<file path="config.mk">
export PLATFORM = sky130hd
export DESIGN_NAME = authenticator
export DESIGN_NICKNAME = d
export VERILOG_FILES = /design/src/rtl/auth_pkg.sv /design/src/rtl/auth_lookup.sv /design/src/rtl/authenticator.sv
export SDC_FILE = /design/constraint.sdc
export NUM_CORES = 1
export LEC_CHECK = 0
export BUFFER_PORTS_ARGS = -buffer_cell sky130_fd_sc_hd__buf_2
export CAP_MARGIN = 20
export CORE_MARGIN = 8
export CORE_UTILIZATION = 35
export DETAILED_ROUTE_END_ITERATION = 12
export GPL_TIMING_DRIVEN = 0
export PLACE_DENSITY_LB_ADDON = 0.3
export REMOVE_ABC_BUFFERS = 1
export SLEW_MARGIN = 25
export SYNTH_ARGS = -nofsm -noshare
export SYNTH_HDL_FRONTEND = slang
export SYNTH_HIERARCHICAL = 1
export SYNTH_SLANG_ARGS = --single-unit
</file>
<file path="constraint.sdc">
create_clock -name clk -period 2.2 [get_ports clk]
set_input_delay 0.22 -clock clk [delete_from_list [all_inputs] [get_ports clk]]
set_output_delay 0.22 -clock clk [all_outputs]
set_load 0.05 [all_outputs]
</file>
<file path="src/rtl/auth_pkg.sv">
// Shared constants and default account/PIN tables for the ATM authenticator.
// The optional lockout feature is selected with the AUTH_LOCKOUT_EN macro.
package auth_pkg;

    localparam int ACC_W = 12;
    localparam int PIN_W = 4;
    localparam int IDX_W = 4;
    localparam int N_ACC = 10;

    localparam int MAX_FAIL = 3;

    typedef enum logic {
        FIND         = 1'b0,
        AUTHENTICATE = 1'b1
    } mode_e;

    localparam logic [IDX_W-1:0] NO_INDEX = 4'hF;

    // Entry i sits at bits [i*ACC_W +: ACC_W]; entry 0 is the least significant
    localparam logic [N_ACC*ACC_W-1:0] DEFAULT_ACC_TABLE = {
        12'h109, 12'h108, 12'h107, 12'h106, 12'h105,
        12'h104, 12'h103, 12'h102, 12'h101, 12'h100
    };

    localparam logic [N_ACC*PIN_W-1:0] DEFAULT_PIN_TABLE = {
        4'hA, 4'h9, 4'h8, 4'h7, 4'h6,
        4'h5, 4'h4, 4'h3, 4'h2, 4'h1
    };

endpackage

</file>
<file path="src/rtl/auth_lookup.sv">
// Combinational account-table lookup: lowest matching index wins,
// NO_INDEX is returned when no entry matches.
module auth_lookup
    import auth_pkg::*;
#(
    parameter int                       N_ACC     = auth_pkg::N_ACC,
    parameter int                       ACC_W     = auth_pkg::ACC_W,
    parameter int                       IDX_W     = auth_pkg::IDX_W,
    parameter logic [N_ACC*ACC_W-1:0]   ACC_TABLE = auth_pkg::DEFAULT_ACC_TABLE
) (
    input  logic [ACC_W-1:0] acc_number,
    output logic             hit,
    output logic [IDX_W-1:0] idx
);

    // Scanning from the top down lets the lowest duplicate overwrite the rest
    always_comb begin
        hit = 1'b0;
        idx = NO_INDEX;
        for (int i = N_ACC - 1; i >= 0; i--) begin
            if (ACC_TABLE[i*ACC_W +: ACC_W] == acc_number) begin
                hit = 1'b1;
                idx = IDX_W'(i);
            end
        end
    end

endmodule

</file>
<file path="src/rtl/authenticator.sv">
// Account lookup and PIN authentication with a single sticky session.
// Define AUTH_LOCKOUT_EN to add per-account fail counters and lockout.
module authenticator
    import auth_pkg::*;
#(
    parameter int                       N_ACC     = auth_pkg::N_ACC,
    parameter int                       ACC_W     = auth_pkg::ACC_W,
    parameter int                       PIN_W     = auth_pkg::PIN_W,
    parameter int                       IDX_W     = auth_pkg::IDX_W,
    parameter logic [N_ACC*ACC_W-1:0]   ACC_TABLE = auth_pkg::DEFAULT_ACC_TABLE,
    parameter logic [N_ACC*PIN_W-1:0]   PIN_TABLE = auth_pkg::DEFAULT_PIN_TABLE
) (
    input  logic             clk,
    input  logic             rst_n,
    input  logic [ACC_W-1:0] acc_number,
    input  logic [PIN_W-1:0] pin,
    input  logic             mode,
    input  logic             de_auth,
    output logic             valid,
    output logic [IDX_W-1:0] acc_index
);

    logic             hit;
    logic [IDX_W-1:0] idx;
    logic             sess_act;
    logic [IDX_W-1:0] sess_idx;
    logic             pin_ok;
    logic             sess_match;
    logic             locked;

    auth_lookup #(
        .N_ACC     (N_ACC),
        .ACC_W     (ACC_W),
        .IDX_W     (IDX_W),
        .ACC_TABLE (ACC_TABLE)
    ) u_lookup (
        .acc_number (acc_number),
        .hit        (hit),
        .idx        (idx)
    );

    // Table reads go through a loop so an out-of-range index reads as zero
    function automatic logic [PIN_W-1:0] pin_at(input logic [IDX_W-1:0] k);
        pin_at = '0;
        for (int i = 0; i < N_ACC; i++)
            if (IDX_W'(i) == k) pin_at = PIN_TABLE[i*PIN_W +: PIN_W];
    endfunction

    function automatic logic [ACC_W-1:0] acc_at(input logic [IDX_W-1:0] k);
        acc_at = '0;
        for (int i = 0; i < N_ACC; i++)
            if (IDX_W'(i) == k) acc_at = ACC_TABLE[i*ACC_W +: ACC_W];
    endfunction

    assign pin_ok     = hit && (pin == pin_at(idx));
    assign sess_match = sess_act && (acc_number == acc_at(sess_idx));

`ifdef AUTH_LOCKOUT_EN
    logic [1:0] fail_cnt [N_ACC];
    logic [1:0] cnt_at_idx;

    always_comb begin
        cnt_at_idx = 2'd0;
        for (int i = 0; i < N_ACC; i++)
            if (IDX_W'(i) == idx) cnt_at_idx = fail_cnt[i];
    end

    assign locked = hit && (int'(cnt_at_idx) >= MAX_FAIL);
`else
    assign locked = 1'b0;
`endif

    always_ff @(posedge clk) begin
        if (!rst_n) begin
            valid     <= 1'b0;
            acc_index <= NO_INDEX;
            sess_act  <= 1'b0;
            sess_idx  <= NO_INDEX;
`ifdef AUTH_LOCKOUT_EN
            for (int i = 0; i < N_ACC; i++) fail_cnt[i] <= 2'd0;
`endif
        end else if (mode == FIND) begin
            valid     <= hit;
            acc_index <= hit ? idx : NO_INDEX;
            if (de_auth) begin
                sess_act <= 1'b0;
                sess_idx <= NO_INDEX;
            end
        end else if (de_auth) begin
            valid     <= 1'b0;
            acc_index <= NO_INDEX;
            sess_act  <= 1'b0;
            sess_idx  <= NO_INDEX;
        end else if (sess_match) begin
            // Sticky session: PIN is not re-checked for the session's account
            valid     <= 1'b1;
            acc_index <= sess_idx;
        end else if (pin_ok && !locked) begin
            valid     <= 1'b1;
            acc_index <= idx;
            sess_act  <= 1'b1;
            sess_idx  <= idx;
`ifdef AUTH_LOCKOUT_EN
            for (int i = 0; i < N_ACC; i++)
                if (IDX_W'(i) == idx) fail_cnt[i] <= 2'd0;
`endif
        end else begin
            valid     <= 1'b0;
            acc_index <= NO_INDEX;
            if (sess_act) begin
                sess_act <= 1'b0;
                sess_idx <= NO_INDEX;
            end
`ifdef AUTH_LOCKOUT_EN
            if (hit && !pin_ok && cnt_at_idx != 2'd3) begin
                for (int i = 0; i < N_ACC; i++)
                    if (IDX_W'(i) == idx) fail_cnt[i] <= cnt_at_idx + 2'd1;
            end
`endif
        end
    end

endmodule

</file>
==> results of run 1 <==
Yosys cell counts, drive strengths merged, types with 2 or more instances:
library cell / number
and3: 2
and3b: 3
o21a: 2
buf: 2
nor2b: 3
mux2i: 2
o21ai: 6
nand3b: 3
nand3: 5
dfxtp: 10
nor2: 8
or3: 3
nor4: 3
inv: 6
o22a: 7
a21oi: 3
cells by family after synthesis:
group           after synthesis  synth area share [%]
compound gates               31                 33.90
xor+xnor                      1                 1.084
buf+inv                       9                 4.798
flops                        10                 24.77
mux                           2                 2.477
simple gates                 38                 32.97
timing repair:
item / CTS / global route
endpoints found under the setup margin: 8 / 8
pin swaps: 5 / 6
resized for setup: 6 / 17
hold buffers: 0 / 0
buffers inserted: 7 / 3
per-stage QoR:
step / std cells / hold slack (ns) / util (%) / worst slack [ns] / setup TNS (ns)
6_report: 153 / 0.1804 / 53.34 / 0.03657 / 0
5_1_grt: 153 / 0.1761 / 53.34 / -0.05158 / -0.2679
4_1_cts: 150 / 0.1811 / 48.49 / 0.001685 / 0
3_5_place_dp: 140 / 0.4506 / 43.23 / -0.7450 / -6.111
3_3_place_gp: 140 / 0.4515 / 43.23 / -0.6435 / -5.156
2_1_floorplan: 88 / 0.2911 / - / -0.2067 / -1.311
per-layer routing:
layer	up-vias	routed length, um
met2	17	1311
met1	413	956
met3	4	89
li1	427	-
met4	0	25
met5	-	0
state kept, by name, indices dropped and copies added, names as in the netlist:
register,count
acc_index,4
sess_act,1
valid,1
sess_idx,4
worst max-delay path: cells and delay by family:
kind | cells | cell delay [ns]
buf+inv | 2 | 0.29
simple gates | 3 | 0.61
compound gates | 4 | 1.19
layout make-up:
| cell class | count | share of cell area [%] |
|---|---|---|
| inverters | 6 | 1.927 |
| flip-flops and latches | 10 | 17.13 |
| multi-input cells | 72 | 55.46 |
| clock buffers | 3 | 1.927 |
| repair buffers | 34 | 20.56 |
| well taps | 28 | 2.998 |
report_power, final:
group	switching (mW)	internal (mW)	total [mW]	leakage (nW)
registers	0.00000349	0.181	0.181	0.0809
clock network	0.0557	0.0628	0.119	0.0138
logic	0.0362	0.0342	0.0704	0.368
total	0.0919	0.278	0.370	0.462
path summary, 6_finish.rpt:
kind | end | slack, ns | cells after the start
min | acc_index[3] | 0.18 | 2
max reg2reg | sess_idx[0] | 0.13 | 6
max | acc_index[0] | 0.04 | 9
min reg2reg | sess_idx[0] | 0.51 | 1
==> run metrics, run 1 <==
H-tree depth=1; met3 usage=2.439%; Seq/Total Area, Yosys=24.77%; clock insertion delay at the later pin of the skew report=0.26 ns; Setup crit start=acc_number[4]; Tot Pwr=370.0 uW; VDD IR max=0.0002397 V; commonest non-fill, non-tap cell in the layout=buf_2; Slowest Stage Delay on Critical Path=0.38 ns; crit start category=input pin; Tmin final=2.163 ns; Max Cap Violations=0; Total Wirelength=2.383 mm; met1 GRT Util=11.72%; drt first pass iters=4; RePlAce Congestion=0.8313; Syn. warnings=6; clock-pin slew on the worst setup and hold paths=0.06 ns; relative max-transition margin=78.32%; CP Max Fanout=6; drc violations=0; Routed WL per cell=15.58 um; clk_skew=0.005797 ns; CTS tree=built; status=finished, final reports clean; ANT cells=0; largest cells by area after synthesis=dfxtp_1 25%, o22a_1 7.6%, a2111oi_4 3.4%; Vias=861; commonest non-fill, non-tap cells in the layout=20 x buf_2, 10 x dfxtp_1, 7 x nor2_1, 7 x o22a_1, 7 x buf_4; min-delay src=rst_n; core box area=2191 um^2; top_reg_cell synth=dfxtp_1; Bufs on Longest Clock Path=2; boundary pin count=25; Final period util=98.34%; P_leak=0.4622 nW; die area=4103 um^2; chip width=64.06 um; Hold Violations, Final=0; largest net degree at the start of global routing=10; Initial Util=36.89%; Synth cell types=45; vias per cell=5.627; Slew @ Worst Pin=0.3252 ns; nets=147; vias in the first global route=863; total grt overflow=0; clock root cell=clkbuf_4; FF-to-FF Start=sess_act; pwr/cell area=316.6 nW/um^2; design area=1169 um^2; TritonCTS buffer count=3; FF/Latch Area=200.2 um^2; setup repair after global routing missed its margin=true; multi-input gate area in the final layout=648.1 um^2; met2 Resource Use GR=19.07%; fraction of registers with async set or reset after synthesis=0%; initial DRC count=9; layout cells sized above 1=44.80%; max-slew violation count=0; fillers=215; GRT Util Overall=10.75%; post-synthesis area per instance=8.882 um^2; share of the synthesized area in the top cell type=24.77%; Hold Path Class=in -> reg; Antenna Nets Post-Route=0; crit end category=register; cell taking the most area after synthesis=dfxtp_1; Clock Sinks=10; Syn Inst Count=91; worst path required time=2.35 ns; WP data arrival=2.31 ns; worst setup path class=in -> reg; Peak Freq=462.2 MHz; Slowest cell on crit path=o31a_2; die extent in y=64.06 um; area delta synth->final=44.58%; DP HPWL=1.637 mm; busiest grt layer=met2; endpoints failing setup=0; Synth Cell Area=808.3 um^2; Post-synth EDFFs=0; initial antenna violation count=0; Rows=17; crit path cell chain=buf_6, nor4b_4, buf_4, nand3b_1, o41ai_2, o2111a_1, nand3_2, o31a_2, o22a_1; register bit total from synthesis=10; Port Buf Inserts=24; DP Area=947.2 um^2; wire length of the first global-routing pass=3.670 mm
(Power assumes the default switching activity.)
==> run 2: changes to the inputs <==
- ABC_AREA: not set -> 1
- BUFFER_PORTS_ARGS: -buffer_cell sky130_fd_sc_hd__buf_2 -> not set
- DONT_BUFFER_PORTS: not set -> 1
==> run 2 against run 1 <==
Against the previous run:
- flip-flop and latch count did not move
- clock skew fell by 0.0044 ns
- largest cell class unchanged
- critical path depth rose by 9
- critical endpoint is now acc_index[2]
- largest power group unchanged
- highest routed layer is now met3
==> run metrics, run 2 <==
status=finished, final reports clean; Critical Path Most Common Cell=nand2_2; H-tree depth=1 (unchanged); Slew @ Worst Pin=0.5683 ns (+0.2431 ns); max-slew violation count=0 (unchanged); PostCTS Resize Cnt=0 (-6); Worst R2R End=acc_index[3]; hold_buf cts=0 (unchanged); Vias=1121 (+30%); Final period util=84.48% (-14 points); Antenna Nets Post-Route=0 (unchanged); min-delay src=rst_n; top cells by count, synth=54 x nand2_1, 29 x nor2_1, 26 x nand3_1, 23 x inv_1, 11 x nor2_4; clock-pin slew on the worst setup and hold paths=0.06 ns (about the same); commonest non-fill, non-tap cell in the layout=nand2_1; crit end category=register; core box area=3284 um^2 (+50%); P_leak=0.6467 nW (+40%); RePlAce Congestion=0.7903 (-4.9%); vias in the first global route=1051 (+22%); R2R Setup Slk=0.61 ns (+0.48 ns); Peak Freq=538.1 MHz (+16%); DP HPWL=2.238 mm (+37%); reg2reg path depth=10 (+4); placed insts=244 (+74%); Tmin final=1.858 ns (-0.3049 ns); crit path cell chain=inv_1, nand2_2, nor2_4, nand2_4, clkinv_2, o21ai_2, nor2b_1, nand3_1, nand2_2, inv_2, nand3b_2, nand2_2, nor2_4, nand2_4, nor2_1, nand2_1, nand3_1, nand2_1; Syn. warnings=6 (unchanged); ANT cells=0 (unchanged); cell taking the most area after synthesis=nand2_1; clock root cell=clkbuf_4; setup TNS=0 ns (unchanged); Regs by FF count=acc_index (4), sess_idx (4); total grt overflow=0 (unchanged); crit start category=input pin; largest net degree at the start of global routing=11 (+1); Hold Violations, Final=0 (unchanged); pre-CTS setup slack=0.06539 ns (+0.8104 ns); endpoints failing setup=0 (unchanged); pwr/cell area=338.3 nW/um^2 (+6.8%); Hold Path Cell Cnt=1 (-1); wire length of the first global-routing pass=4.388 mm (+20%); chip width=74.22 um (+16%); clock insertion delay at the later pin of the skew report=0.26 ns (about the same); largest cells by area after synthesis=nand2_1 17%, dfxtp_1 17%, nand3_1 11%; crit-path leading delay family=simple AND/OR/NAND/NOR gates; initial DRC count=71 (+62); Post-CTS Setup Bufs=0 (-7); hold slack=0.03001 ns (-0.1504 ns); Initial Util=36.11% (-0.78 points); drt first pass iters=4 (unchanged); worst path required time=2.36 ns (about the same); fillers=366 (+70%); multi-input gate area in the final layout=849.6 um^2 (+31%); VDD IR max=0.0001569 V (-35%); FF-to-FF Start=sess_idx[1]; boundary pin count=25 (unchanged); Port Buf Inserts=0 (-100%); register bit total from synthesis=10 (unchanged); share of the synthesized area in the top cell type=17.09% (-7.7 points); Hold Path Class=in -> reg; nets=223 (+52%); area delta synth->final=6.962%; die area=5508 um^2 (+34%); Non-Filler Instances=248 (+62%); Max Cap Violations=0 (unchanged); clk_skew=0.001400 ns (-0.004397 ns); FF/Latch Area=200.2 um^2 (unchanged); Total Wirelength=2.558 mm (+7.3%); CP Max Fanout=6 (unchanged); met1 GRT Util=12.38% (+0.66 points); worst setup path class=in -> reg; vias per cell=4.520 (-20%); Tot Pwr=429.2 uW (+16%); Hold Path Sink=acc_index[3]; GRT Util Overall=9.840% (-0.92 points); Synth cell types=22 (-51%); WP data arrival=2.01 ns (-0.30 ns); CTS tree=built; Seq/Total Area, Yosys=16.88% (-7.9 points); setup repair after global routing missed its margin=false; Bufs on Longest Clock Path=2 (unchanged); commonest non-fill, non-tap cells in the layout=54 x nand2_1, 29 x nor2_1, 26 x nand3_1, 23 x inv_1, 11 x nor2_4; Synth Cell Area=1186 um^2 (+47%); Slowest cell on crit path=nor2b_1; Slowest Stage Delay on Critical Path=0.39 ns (about the same); met3 usage=3.369% (+0.93 points); initial antenna violation count=0 (unchanged); busiest grt layer=met2; Bufs and invs on worst path=3 (+1); Rows=21 (+4); fraction of registers with async set or reset after synthesis=0% (unchanged); TritonCTS buffer count=3 (unchanged); setup slack after layout=0.3415 ns (+0.3049 ns); most common cell in the netlist=nand2_1; drc violations=0 (unchanged); relative max-transition margin=61.98% (-16 points); die extent in y=74.22 um (+16%); met2 Resource Use GR=15.92% (-3.2 points); Clock Sinks=10 (unchanged); post-synthesis area per instance=5.960 um^2 (-33%); Syn Inst Count=199 (+120%); Routed WL per cell=10.31 um (-34%); top_reg_cell synth=dfxtp_1; Post-synth EDFFs=0 (unchanged); layout cells sized above 1=23.27% (-22 points)
==> run 2: cell types whose count changed after synthesis, sizes merged, moves of 3 or more <==
| cell | before | now |
|---|---|---|
| nand4 | 0 | 6 |
| nand2 | 1 | 66 |
| inv | 6 | 32 |
| nand3 | 5 | 29 |
| o22a | 7 | 0 |
| nor4 | 3 | 0 |
| or3 | 3 | 0 |
| nor2 | 8 | 40 |
| and3b | 3 | 0 |
==> run 2: how the worst max path moves through the flow <==
| stage | from | endpoint | slack [ns] | cells past startpoint |
|---|---|---|---|---|
| after floorplan | acc_number[10] | sess_idx[2] | 0.31 | 18 |
| after global placement | acc_number[10] | acc_index[1] | 0.09 | 18 |
| after detailed placement | acc_number[10] | acc_index[2] | 0.07 | 18 |
| after CTS | acc_number[10] | acc_index[2] | 0.33 | 18 |
| after global routing | acc_number[10] | acc_index[2] | 0.08 | 18 |
| final | acc_number[10] | acc_index[2] | 0.34 | 18 |
==> run 2: routing by layer <==
metal	share of wire (%)	wire length, um	vias to the layer above
li1	-	-	629
met1	47	1215	464
met2	43	1105	28
met3	9.3	237	0
met4	0	0	0
met5	0	0	-
==> run 2: cells by family (layout without fill, tap and decap cells) <==
group | Yosys count | after routing | synth area share (%)
compound gates | 7 | 7 | 4.430
buf+inv | 34 | 37 | 11.50
flops | 10 | 10 | 16.88
simple gates | 148 | 148 | 67.19
==> run 2: per-stage QoR <==
step                util (%)  area, um^2
CTS                    38.63        1269
global route           38.63        1269
finish                 38.63        1269
detailed placement     37.52        1232
global placement       37.52        1232
floorplan                  -        1175
==> run 2: report_power, final <==
part           internal [mW]  total [mW]  leakage, nW  switching, mW
clock                  0.100       0.159       0.0210         0.0589
combinational         0.0280      0.0788        0.544         0.0508
sequential             0.186       0.191       0.0816        0.00553
total                  0.314       0.429        0.647          0.115
==> run 2: final cells by class <==
| class | count | area share (%) |
|---|---|---|
| inverter | 33 | 9.862 |
| clock buffer | 4 | 2.860 |
| sequential | 10 | 15.78 |
| tap | 46 | 4.536 |
| multi-input combinational | 155 | 66.96 |
==> run 2: worst register-to-register path, delay by kind of cell, from the launching register on <==
family	cells	cell delay [ns]
AO/OA/AOI/OAI	1	0.27
flip-flops	1	0.35
AND/OR/NAND/NOR	9	0.86
==> run 3: changes to the inputs <==
- clock period: 2.2 -> 1.6 ns (I/O delays scaled with it)
==> run 3 against run 2 <==
Against the previous run:
- the run now ends with hold timing, setup timing left
- sequential power rose by 38%
- combinational power up 52%
- via count up 4.5%
- sequential share of layout area is 2.0 points lower
- global-route usage increased by 0.17 points
- register-to-register slack worse by 0.58 ns
- setup slack worse by 0.42 ns
- design area increased by 15%
- wire length rose by 7.9%
- clock power grew 38%
- largest cell class unchanged
- highest routed layer unchanged
==> run metrics, run 3 (same netlist as run 2, synthesis figures left out) <==
status=complete, but fails checks; violated checks=hold timing, setup timing; design area=1454 um^2 (+15%); Slew @ Worst Pin=0.6102 ns (+0.04193 ns); setup TNS=-0.4907 ns (-0.4907 ns); layout cells sized above 1=39.13% (+16 points); drt first pass iters=4 (unchanged); fillers=338 (-7.7%); setup repair after global routing missed its margin=true; crit start category=input pin; drc violations=0 (unchanged); CTS tree=built; H-tree depth=1 (unchanged); Switching Share=27.20% (+0.35 points); area delta synth->final=22.57%; commonest non-fill, non-tap cells in the layout=49 x nand2_1, 19 x nor2_1, 19 x nand3_1, 18 x inv_1, 13 x nor2_4; Max Cap Violations=0 (unchanged); Hold Violations, Final=8 (+8); Routed WL per cell=10.91 um (+5.8%); vias in the first global route=1085 (+3.2%); Clock Sinks=10 (unchanged); nets=228 (+2.2%); VDD IR max=0.0002165 V (+38%); largest net degree at the start of global routing=11 (unchanged); die area=5508 um^2 (unchanged); clk_skew=0.001065 ns (-0.0003352 ns); initial antenna violation count=0 (unchanged); pwr/cell area=414.8 nW/um^2 (+23%); clock insertion delay at the later pin of the skew report=0.26 ns (about the same); CP Max Fanout=6 (unchanged); placed insts=244 (unchanged); crit end category=register; wire length of the first global-routing pass=4.478 mm (+2.1%); combinational power share=19.9% (+1.5 points); Non-Filler Instances=253 (+2.0%); initial DRC count=55 (-23%); clock network power share=36.4% (-0.7 points); Tmin final=1.679 ns; DP HPWL=2.238 mm (unchanged); multi-input gate area in the final layout=975.9 um^2 (+15%); Hold Path Cell Cnt=1 (unchanged); Antenna Nets Post-Route=0 (unchanged); RePlAce Congestion=0.7903 (unchanged); P_int=439.0 uW (+40%); Hold Path Class=in -> reg; Bufs on Longest Clock Path=2 (unchanged); ANT cells=0 (unchanged); Port Buf Inserts=0 (unchanged); Peak Freq=595.7 MHz; commonest non-fill, non-tap cell in the layout=nand2_1; Final Util=44.27% (+5.6 points); worst path required time=1.76 ns (-0.60 ns); Tot Pwr=603.1 uW (+41%); Rows=21 (unchanged); max-slew violation count=0 (unchanged); core box area=3284 um^2 (unchanged); reg2reg path depth=10 (unchanged); chip width=74.22 um (unchanged); pre-CTS setup slack=-0.4746 ns (-0.5400 ns); DP Area=1232 um^2 (unchanged); Initial Util=36.11% (unchanged); Psw=164.1 uW (+42%); Seq pwr share=43.7% (-0.8 points); clock-pin slew on the worst setup and hold paths=0.06 ns (about the same); relative max-transition margin=59.17% (-2.8 points); Vias=1172 (+4.5%); TritonCTS buffer count=3 (unchanged); GRT Util Overall=10.01% (+0.17 points); endpoints failing setup=9 (+9); clock root cell=clkbuf_4; WP data arrival=1.84 ns (-0.17 ns); Final period util=104.9%; setup slack after layout=-0.07856 ns (-0.4201 ns); die extent in y=74.22 um (unchanged); total grt overflow=0 (unchanged); FF/Latch Area=200.2 um^2 (unchanged); hold slack=-0.03579 ns (-0.06580 ns); P_leak=0.7551 nW (+17%); boundary pin count=25 (unchanged); Total Wirelength=2.761 mm (+7.9%); Regs by FF count=acc_index (4), sess_idx (4); worst setup path class=in -> reg; vias per cell=4.632 (+2.5%)
-- run 3: cell types whose count changed in the layout (fill, tap and decap cells not counted), sizes merged --
cell and delta:
inv -1, buf +5, clkinv +1
-- run 3: path summary, 6_finish.rpt --
path / startpoint / to / slack [ns]
setup / recovery: acc_number[9] / acc_index[1] / -0.08
hold / removal: rst_n / acc_index[0] / -0.04
setup reg to reg: sess_idx[1] / acc_index[0] / 0.03
hold reg to reg: sess_idx[0] / sess_idx[0] / 0.51
-- run 3: layer usage --
metal | wire length [um] | part of all wire (%) | GRT usage [%] | up-vias
met5 | 0 | 0 | 0 | -
met4 | 0 | 0 | 1.957 | 0
met3 | 241 | 8.7 | 2.965 | 0
met2 | 1282 | 46 | 16.31 | 26
met1 | 1237 | 45 | 12.69 | 504
li1 | - | - | - | 642
-- run 3: power by group through the flow --
stage               logic [mW]  registers, mW  clock network [mW]
floorplan               0.0964          0.266                   0
global placement         0.108          0.269                   0
detailed placement       0.109          0.268                   0
CTS                      0.113          0.263               0.228
global route             0.136          0.265               0.242
finish                   0.120          0.264               0.219
-- run 3: timing repair --
item                                    CTS  global route
buffers inserted                          3             2
endpoints found under the setup margin   10            10
gates resized for setup                  10            34
hold endpoints to repair                  8             8
pin swaps                                12            32
-- run 3: area by class of cell --
class | instances | area share, %
clock buffers | 4 | 2.496
inverters | 33 | 9.811
multi-input cells | 155 | 67.13
flip-flops and latches | 10 | 13.77
well taps | 46 | 3.959
repair buffers | 5 | 2.840
-- run 3: critical path, stage by stage --
cell	delay, ns
clkinv_8	0.03
nand2_4	0.06
nor2_4	0.05
nand2_4	0.09
clkinv_2	0.07
o21ai_2	0.07
nor2b_4	0.29
nor2_2	0.07
nor2_2	0.13
nand2_1	0.06
nand2_1	0.08
nand3_2	0.09
nor2_4	0.14
nand2_4	0.12
nor2_2	0.12
nand2_1	0.06
nand3_2	0.09
nand2_1	0.05
